`src/rtl/mux4_scan_sequencer_if.sv`:
```
// Bus between the 4:1 mux scan sequencer and its surroundings.
// The master side is the sequencer; the slave side is the environment
// (mux data path, scan requester and snapshot consumer).
//
// Snapshot handshake: the sequencer raises valid with snap and holds both
// stable until the consumer has ready=1 on a rising edge while valid=1.
// That edge is the transfer. valid does not drop and snap does not change
// before it. ready is ignored while valid=0, and the consumer may hold ready
// high before valid rises.
interface mux4_scan_sequencer_if;
    logic       start;  // one-cycle scan request
    logic [3:0] mask;   // channel enables, bit i = channel i
    logic       O_in;   // mux output O
    logic       S;      // mux select MSB
    logic       T;      // mux select LSB
    logic [3:0] snap;   // snapshot word
    logic       valid;  // snap is valid
    logic       ready;  // consumer accepts snap
    logic       busy;   // sequencer is not idle

    modport master (
        input  start, mask, O_in, ready,
        output S, T, snap, valid, busy
    );

    modport slave (
        output start, mask, O_in, ready,
        input  S, T, snap, valid, busy
    );
endinterface

```
`src/rtl/mux4_scan_sequencer.sv`:
```
// Round-robin scan controller for a decoder-based 4:1 multiplexer.
// Steps the select pair {S,T} through the enabled channels in ascending
// order, holds each channel for DWELL cycles, samples O on the last edge of
// each dwell and delivers the four samples as one snapshot over valid/ready.
//
// Build option MUX4_SCAN_CONTINUOUS_EN: when defined, each completed
// handshake immediately launches a new scan with the last captured mask and
// the sequencer only returns to IDLE through reset. When undefined, the
// sequencer is single-shot and waits in IDLE for the next start.
module mux4_scan_sequencer #(
    parameter int unsigned DWELL = 4
) (
    input  logic                         clk,
    input  logic                         rst,
    mux4_scan_sequencer_if.master        scan_if,
    output logic [1:0]                   dbg_state_o
);

    typedef enum logic [1:0] {
        ST_IDLE   = 2'd0,
        ST_SETTLE = 2'd1,
        ST_HOLD   = 2'd2
    } state_t;

    // Counter reload value; the counter runs DWELL-1 down to 0, so a
    // channel stays selected for exactly DWELL cycles.
    localparam logic [7:0] DWELL_LOAD = 8'(DWELL - 1);

    state_t     state_q, state_d;
    logic [1:0] ch_q, ch_d;
    logic [7:0] cnt_q, cnt_d;
    logic [3:0] mask_q, mask_d;
    logic [3:0] shadow_q, shadow_d;
    logic [3:0] snap_q, snap_d;
    logic       valid_q, valid_d;

    logic [3:0] launch_mask;
    logic [2:0] launch_hit;
    logic [2:0] next_hit;

    // Lowest enabled channel whose index is >= from.
    // Returns {found, index}; from may be 4, which never finds anything.
    function automatic logic [2:0] next_above(input logic [3:0] m,
                                              input logic [2:0] from);
        logic [2:0] r;
        r = 3'b000;
        for (int i = 3; i >= 0; i--) begin
            if (m[i] && (i >= int'(from))) begin
                r = {1'b1, 2'(i)};
            end
        end
        return r;
    endfunction

    // A fresh scan uses the live mask from IDLE; a back-to-back relaunch
    // from HOLD reuses the mask captured for the previous scan.
    assign launch_mask = (state_q == ST_IDLE) ? scan_if.mask : mask_q;
    assign launch_hit  = next_above(launch_mask, 3'd0);
    assign next_hit    = next_above(mask_q, {1'b0, ch_q} + 3'd1);

    // Next-state and datapath decisions for the scan FSM.
    always_comb begin
        state_d  = state_q;
        ch_d     = ch_q;
        cnt_d    = cnt_q;
        mask_d   = mask_q;
        shadow_d = shadow_q;
        snap_d   = snap_q;
        valid_d  = valid_q;

        case (state_q)
            ST_IDLE: begin
                if (scan_if.start) begin
                    mask_d   = scan_if.mask;
                    shadow_d = 4'b0000;
                    if (launch_hit[2]) begin
                        state_d = ST_SETTLE;
                        ch_d    = launch_hit[1:0];
                        cnt_d   = DWELL_LOAD;
                    end else begin
                        // Nothing to scan: publish an all-zero snapshot.
                        state_d = ST_HOLD;
                        snap_d  = 4'b0000;
                        valid_d = 1'b1;
                    end
                end
            end

            ST_SETTLE: begin
                if (cnt_q == 8'd0) begin
                    shadow_d[ch_q] = scan_if.O_in;
                    if (next_hit[2]) begin
                        // Hop straight to the next channel, no gap cycle.
                        ch_d  = next_hit[1:0];
                        cnt_d = DWELL_LOAD;
                    end else begin
                        state_d = ST_HOLD;
                        ch_d    = 2'd0;
                        snap_d  = shadow_d;
                        valid_d = 1'b1;
                    end
                end else begin
                    cnt_d = cnt_q - 8'd1;
                end
            end

            ST_HOLD: begin
                if (scan_if.ready) begin
`ifdef MUX4_SCAN_CONTINUOUS_EN
                    shadow_d = 4'b0000;
                    if (launch_hit[2]) begin
                        state_d = ST_SETTLE;
                        ch_d    = launch_hit[1:0];
                        cnt_d   = DWELL_LOAD;
                        valid_d = 1'b0;
                    end else begin
                        // Empty mask: every handshake yields another zero word.
                        state_d = ST_HOLD;
                        snap_d  = 4'b0000;
                        valid_d = 1'b1;
                    end
`else
                    state_d = ST_IDLE;
                    valid_d = 1'b0;
`endif
                end
            end

            default: begin
                state_d = ST_IDLE;
                valid_d = 1'b0;
                ch_d    = 2'd0;
                cnt_d   = 8'd0;
            end
        endcase
    end

    // State and datapath registers with synchronous reset.
    always_ff @(posedge clk) begin
        if (rst) begin
            state_q  <= ST_IDLE;
            ch_q     <= 2'd0;
            cnt_q    <= 8'd0;
            mask_q   <= 4'b0000;
            shadow_q <= 4'b0000;
            snap_q   <= 4'b0000;
            valid_q  <= 1'b0;
        end else begin
            state_q  <= state_d;
            ch_q     <= ch_d;
            cnt_q    <= cnt_d;
            mask_q   <= mask_d;
            shadow_q <= shadow_d;
            snap_q   <= snap_d;
            valid_q  <= valid_d;
        end
    end

    // Outputs are driven straight from registers; select is forced to 00
    // outside SETTLE so the mux parks on channel A.
    always_comb begin
        scan_if.S     = 1'b0;
        scan_if.T     = 1'b0;
        if (state_q == ST_SETTLE) begin
            scan_if.S = ch_q[1];
            scan_if.T = ch_q[0];
        end
        scan_if.snap  = snap_q;
        scan_if.valid = valid_q;
        scan_if.busy  = (state_q != ST_IDLE);
        dbg_state_o   = state_q;
    end

    // Structural invariants of the scan FSM.
    a_valid_iff_hold: assert property (@(posedge clk) disable iff (rst)
        valid_q == (state_q == ST_HOLD));
    a_settle_on_enabled: assert property (@(posedge clk) disable iff (rst)
        (state_q == ST_SETTLE) |-> mask_q[ch_q]);
    a_cnt_in_range: assert property (@(posedge clk) disable iff (rst)
        (state_q == ST_SETTLE) |-> (cnt_q <= DWELL_LOAD));
    a_legal_state: assert property (@(posedge clk) disable iff (rst)
        state_q != 2'd3);

endmodule

```
`src/flat_wrapper.sv`:
```
// flat-port wrapper written by rule: the top's interface ports become plain ports
module mux4_scan_sequencer_flat 
#(
    parameter int unsigned DWELL = 4
)
  (clk, rst, dbg_state_o, scan_if_start, scan_if_mask, scan_if_O_in, scan_if_ready, scan_if_S, scan_if_T, scan_if_snap, scan_if_valid, scan_if_busy);
  mux4_scan_sequencer_if scan_if_i ();
  input  logic clk;
  input  logic rst;
  output logic [1:0] dbg_state_o;
  input wire logic [$bits(scan_if_i.start)-1:0] scan_if_start;
  input wire logic [$bits(scan_if_i.mask)-1:0] scan_if_mask;
  input wire logic [$bits(scan_if_i.O_in)-1:0] scan_if_O_in;
  input wire logic [$bits(scan_if_i.ready)-1:0] scan_if_ready;
  output wire logic [$bits(scan_if_i.S)-1:0] scan_if_S;
  output wire logic [$bits(scan_if_i.T)-1:0] scan_if_T;
  output wire logic [$bits(scan_if_i.snap)-1:0] scan_if_snap;
  output wire logic [$bits(scan_if_i.valid)-1:0] scan_if_valid;
  output wire logic [$bits(scan_if_i.busy)-1:0] scan_if_busy;
  assign scan_if_i.start = scan_if_start;
  assign scan_if_i.mask = scan_if_mask;
  assign scan_if_i.O_in = scan_if_O_in;
  assign scan_if_i.ready = scan_if_ready;
  assign scan_if_S = scan_if_i.S;
  assign scan_if_T = scan_if_i.T;
  assign scan_if_snap = scan_if_i.snap;
  assign scan_if_valid = scan_if_i.valid;
  assign scan_if_busy = scan_if_i.busy;
  mux4_scan_sequencer #(.DWELL(DWELL)) u_core (.clk(clk), .rst(rst), .scan_if(scan_if_i), .dbg_state_o(dbg_state_o));
endmodule
```
`config.mk`:
```
export PLATFORM = sky130hd
export DESIGN_NAME = mux4_scan_sequencer_flat
export DESIGN_NICKNAME = d
export VERILOG_FILES = /design/src/rtl/mux4_scan_sequencer_if.sv /design/src/rtl/mux4_scan_sequencer.sv /design/src/flat_wrapper.sv
export SDC_FILE = /design/constraint.sdc
export NUM_CORES = 1
export LEC_CHECK = 0
export ABC_AREA = 1
export CAP_MARGIN = 15
export CELL_PAD_IN_SITES_DETAIL_PLACEMENT = 2
export CELL_PAD_IN_SITES_GLOBAL_PLACEMENT = 2
export CORE_UTILIZATION = 37
export DETAILED_ROUTE_END_ITERATION = 16
export DONT_BUFFER_PORTS = 1
export PLACE_DENSITY_LB_ADDON = 0.1
export SLEW_MARGIN = 10
export SYNTH_ARGS = -nofsm -noshare
export SYNTH_HDL_FRONTEND = slang
export SYNTH_SLANG_ARGS = --single-unit
```
`constraint.sdc`:
```
create_clock -name clk -period 2.2 [get_ports clk]
set_input_delay 0.44 -clock clk [delete_from_list [all_inputs] [get_ports clk]]
set_output_delay 0.44 -clock clk [all_outputs]
set_load 0.005 [all_outputs]
```
==> flow_summary_export.csv <==
group,metric,value,unit
placement,portBuffers,0,
placement,placed_cell_area,0.00155,mm²
synthesis,synth-compound-area-share,13.7,%
cts,cts_tree,"done",
global_route,grtUsageTotal,23.1,%
layout,nFillCells,495,
sta,period_minus_slack,1.99,ns
setup_path,endpoint_kind,"output pin",
synthesis,ys_types,29,
die,start_util,38.4,%
setup_path,critical_path_arrival,1.55,ns
placement,place.gp.congestion,0.774,
cts,root_buffer,"clkbuf_8",
synthesis,synthXorXnorAreaFrac,0.570,%
setup_path,crit_family,"flip-flops",
sta,tightest_slew,0.593,ns
die,die_h,66.4,µm
synthesis,synth_nets,241,
layout,final_layout_size_suffix_gt1_share,14.3,%
die,die_w,66.4,µm
cts,cts_buffers,3,
layout,diodes,0,
setup_path,cp_cell_sequence,"inv_2 -> nor2_4 -> inv_2 -> nor2_1",
synthesis,synthCells,231,
synthesis,synth_seq_area_share,31.3,%
detailed_routing,vias,1459,
layout,final_cell_mix,"nand2_1 (50), nor2_1 (33), inv_1 (30), dfxtp_1 (24), a21oi_1 (16)",
layout,mostFrequentLayoutCell,"nand2_1",
cts,clk_pin_slew,0.09,ns
sta,fin_crit_sh,90.5,%
setup_path,cp_slowest_cell,"dfxtp_1",
cts,cts.htree.levels,1,
setup_path,critPathLaunchType,"register",
die,dieArea,0.00441,mm²
sta,fin_skew,0.00495,ns
min_path,hold_path_depth,1,
min_path,hold_start,"rst",
detailed_routing,drtAntennaViolNets,0,
placement,pre_cts_ws,0.403,ns
power,power,2.64,mW
synthesis,synthSimpleGateAreaFrac,42.3,%
min_path,min_path_type,"primary input to register",
cts,post-cts-setup-buffers,0,
detailed_routing,wl_per_cell,16.3,µm
setup_path,crit_type,"register to output pin",
setup_path,crit_fanout,13,
sta,rsz0062_at_grt,"no",
die,coreArea,0.00400,mm²
global_route,gr-total-overflow,0,
cts,insertion_delay,0.28,ns
detailed_routing,drt_wl_total,4.56,mm
power,cellPowerDensity,1630,mW/mm²
detailed_routing,drt_pre_antenna_iters,4,
run,drv_cap,0,
sta,totalNegativeSetupSlack,0,ns
synthesis,avgSynthCellArea,6.65,µm²
sta,hold_violations,0,
global_route,grt_start_max_net_pins,17,
setup_path,worstReg2RegEnd,"u_core.cnt_q[0]",
detailed_routing,drc,0,
sta,setup_viol,0,
cts,cts.repair.resized,0,
synthesis,yosys.area_share.adder,0.814,%
cts,cts.path.max_buffers,2,
power,vdd_drop_max,0.421,mV
setup_path,reg2reg_slack,0.40,ns
setup_path,cp.required,1.76,ns
min_path,min_to,"u_core.cnt_q[5]",
synthesis,ys_warn_count,0,
die,ios,19,
global_route,grt_pass1_wl,7.53,mm
synthesis,synth_top_family_by_area,"simple AND/OR/NAND/NOR gates",
placement,hpwl,3.50,mm
power,power_leakage,0.757,nW
detailed_routing,via_per_inst,5.21,
detailed_routing,first_iter_violations,28,
setup_path,cp_num_buf_inv,2,
setup_path,timing.rr.start,"u_core.dbg_state_o[1]",
global_route,antenna_found_initial,0,
cts,cts_sinks,24,
sta,slew_viol_final,0,
setup_path,crit_top_cell,"inv_2",
synthesis,synth.area.mux_share,0,%
layout,syn2layout_area_growth,5.70,%
cts,postCtsHoldBufs,0,
sta,relSlewSlack,60.4,%
sta,fin_ws,0.209,ns
setup_path,reg2regPathDepth,9,
layout,finalNetCount,241,
setup_path,crit_path_max_incr_delay,0.53,ns
sta,fmax,502,MHz
run_status,status,"completed",
synthesis,ys_ff_latch,24,
die,fp-row-count,23,
layout,fin_area,0.00162,mm²
synthesis,synthesis.area,0.00154,mm²
global_route,grt_pass1_vias,1588,
-- power by group --
part / switching [mW] / internal, mW / total [mW] / leakage, nW
Combinational: 1.03 / 0.476 / 1.51 / 0.524
Sequential: 0.156 / 0.582 / 0.738 / 0.197
Clock: 0.154 / 0.244 / 0.398 / 0.0357
-- how the worst max path moves through the flow --
stage | start | end | slack, ns | cells after the start
detailed placement | u_core.dbg_state_o[1] | u_core.cnt_q[0] | 0.40 | 9
finish | u_core.dbg_state_o[0] | scan_if_S | 0.21 | 4
global route | u_core.dbg_state_o[0] | scan_if_S | 0.06 | 4
floorplan | u_core.cnt_q[0] | u_core.scan_if.snap[3] | 0.77 | 9
global placement | u_core.dbg_state_o[1] | u_core.cnt_q[0] | 0.45 | 9
CTS | u_core.dbg_state_o[0] | scan_if_S | 0.20 | 4
-- sequential cells by signal (all words and copies together), names as in the netlist --
name                  flops
u_core.mask_q             3
u_core.shadow_q           4
u_core.cnt_q              8
u_core.ch_q               2
u_core.scan_if.valid      1
u_core.dbg_state_o        2
u_core.scan_if.snap       4
-- metal layers --
metal	GRT usage (%)	vias up	wire length [µm]
li1	-	729	-
met1	26.0	717	1980
met2	43.2	8	2460
met3	4.31	5	69
met4	7.45	0	51
met5	0	-	0
-- worst register-to-register path: cells and delay by family, from the launching register on --
kind	cells	cell delay [ns]
AND/OR/NAND/NOR	8	0.80
flip-flops	1	0.71
buffers and inverters	1	0.20
-- kinds of logic (layout without fill, tap and decap cells) --
| family | count (synthesis) | after routing |
|---|---|---|
| adder cells (fa/ha/maj) | 1 | 1 |
| AO/OA/AOI/OAI | 37 | 37 |
| AND/OR/NAND/NOR | 129 | 129 |
| flip-flops | 24 | 24 |
| XOR/XNOR | 1 | 1 |
| buffers and inverters | 39 | 38 |
-- cell usage after synthesis --
| master | instances | area (µm²) |
|---|---|---|
| o211ai_1 | 2 | 15.0 |
| a21boi_1 | 1 | 7.51 |
| a21o_1 | 1 | 7.51 |
| nand2_1 | 50 | 188 |
| nand3_2 | 3 | 30.0 |
| a21oi_1 | 16 | 80.1 |
| buf_6 | 3 | 33.8 |
| dfxtp_1 | 24 | 480 |
| nand4_1 | 5 | 31.3 |
| buf_2 | 1 | 5.00 |
| nand3_4 | 2 | 35.0 |
| nand2_2 | 8 | 50.1 |
| nor2_2 | 4 | 25.0 |
| nand3_1 | 15 | 75.1 |
| nor2_1 | 33 | 124 |
| xor2_1 | 1 | 8.76 |
| o21bai_1 | 3 | 22.5 |
| inv_1 | 30 | 113 |
| a21oi_2 | 1 | 8.76 |
| a31oi_1 | 1 | 6.26 |
| a211oi_1 | 1 | 7.51 |
| nand2_4 | 3 | 33.8 |
| nor2_4 | 4 | 45.0 |
| ha_1 | 1 | 12.5 |
| o21ai_0 | 11 | 55.1 |
| or2_1 | 1 | 6.26 |
| buf_4 | 1 | 7.51 |
| nor3b_1 | 1 | 7.51 |
| inv_2 | 4 | 15.0 |
-- final cells by class --
class                      count  area [µm²]  area share (%)
clock buffer                   3        41.3            2.54
clock inverter                 1        30.0            1.85
inverter                      34         128            7.86
multi-input combinational    168         882            54.3
sequential                    24         480            29.6
tap                           50        62.6            3.85
-- metrics by stage --
step / util, % / std cells / hold WS, ns
floorplan: - / 231 / 0.444
global placement: 38.8 / 276 / 0.465
detailed placement: 38.8 / 276 / 0.483
CTS: 40.6 / 280 / 0.213
global route: 40.6 / 280 / 0.208
finish: 40.6 / 280 / 0.216
(Power assumes the default switching activity.)
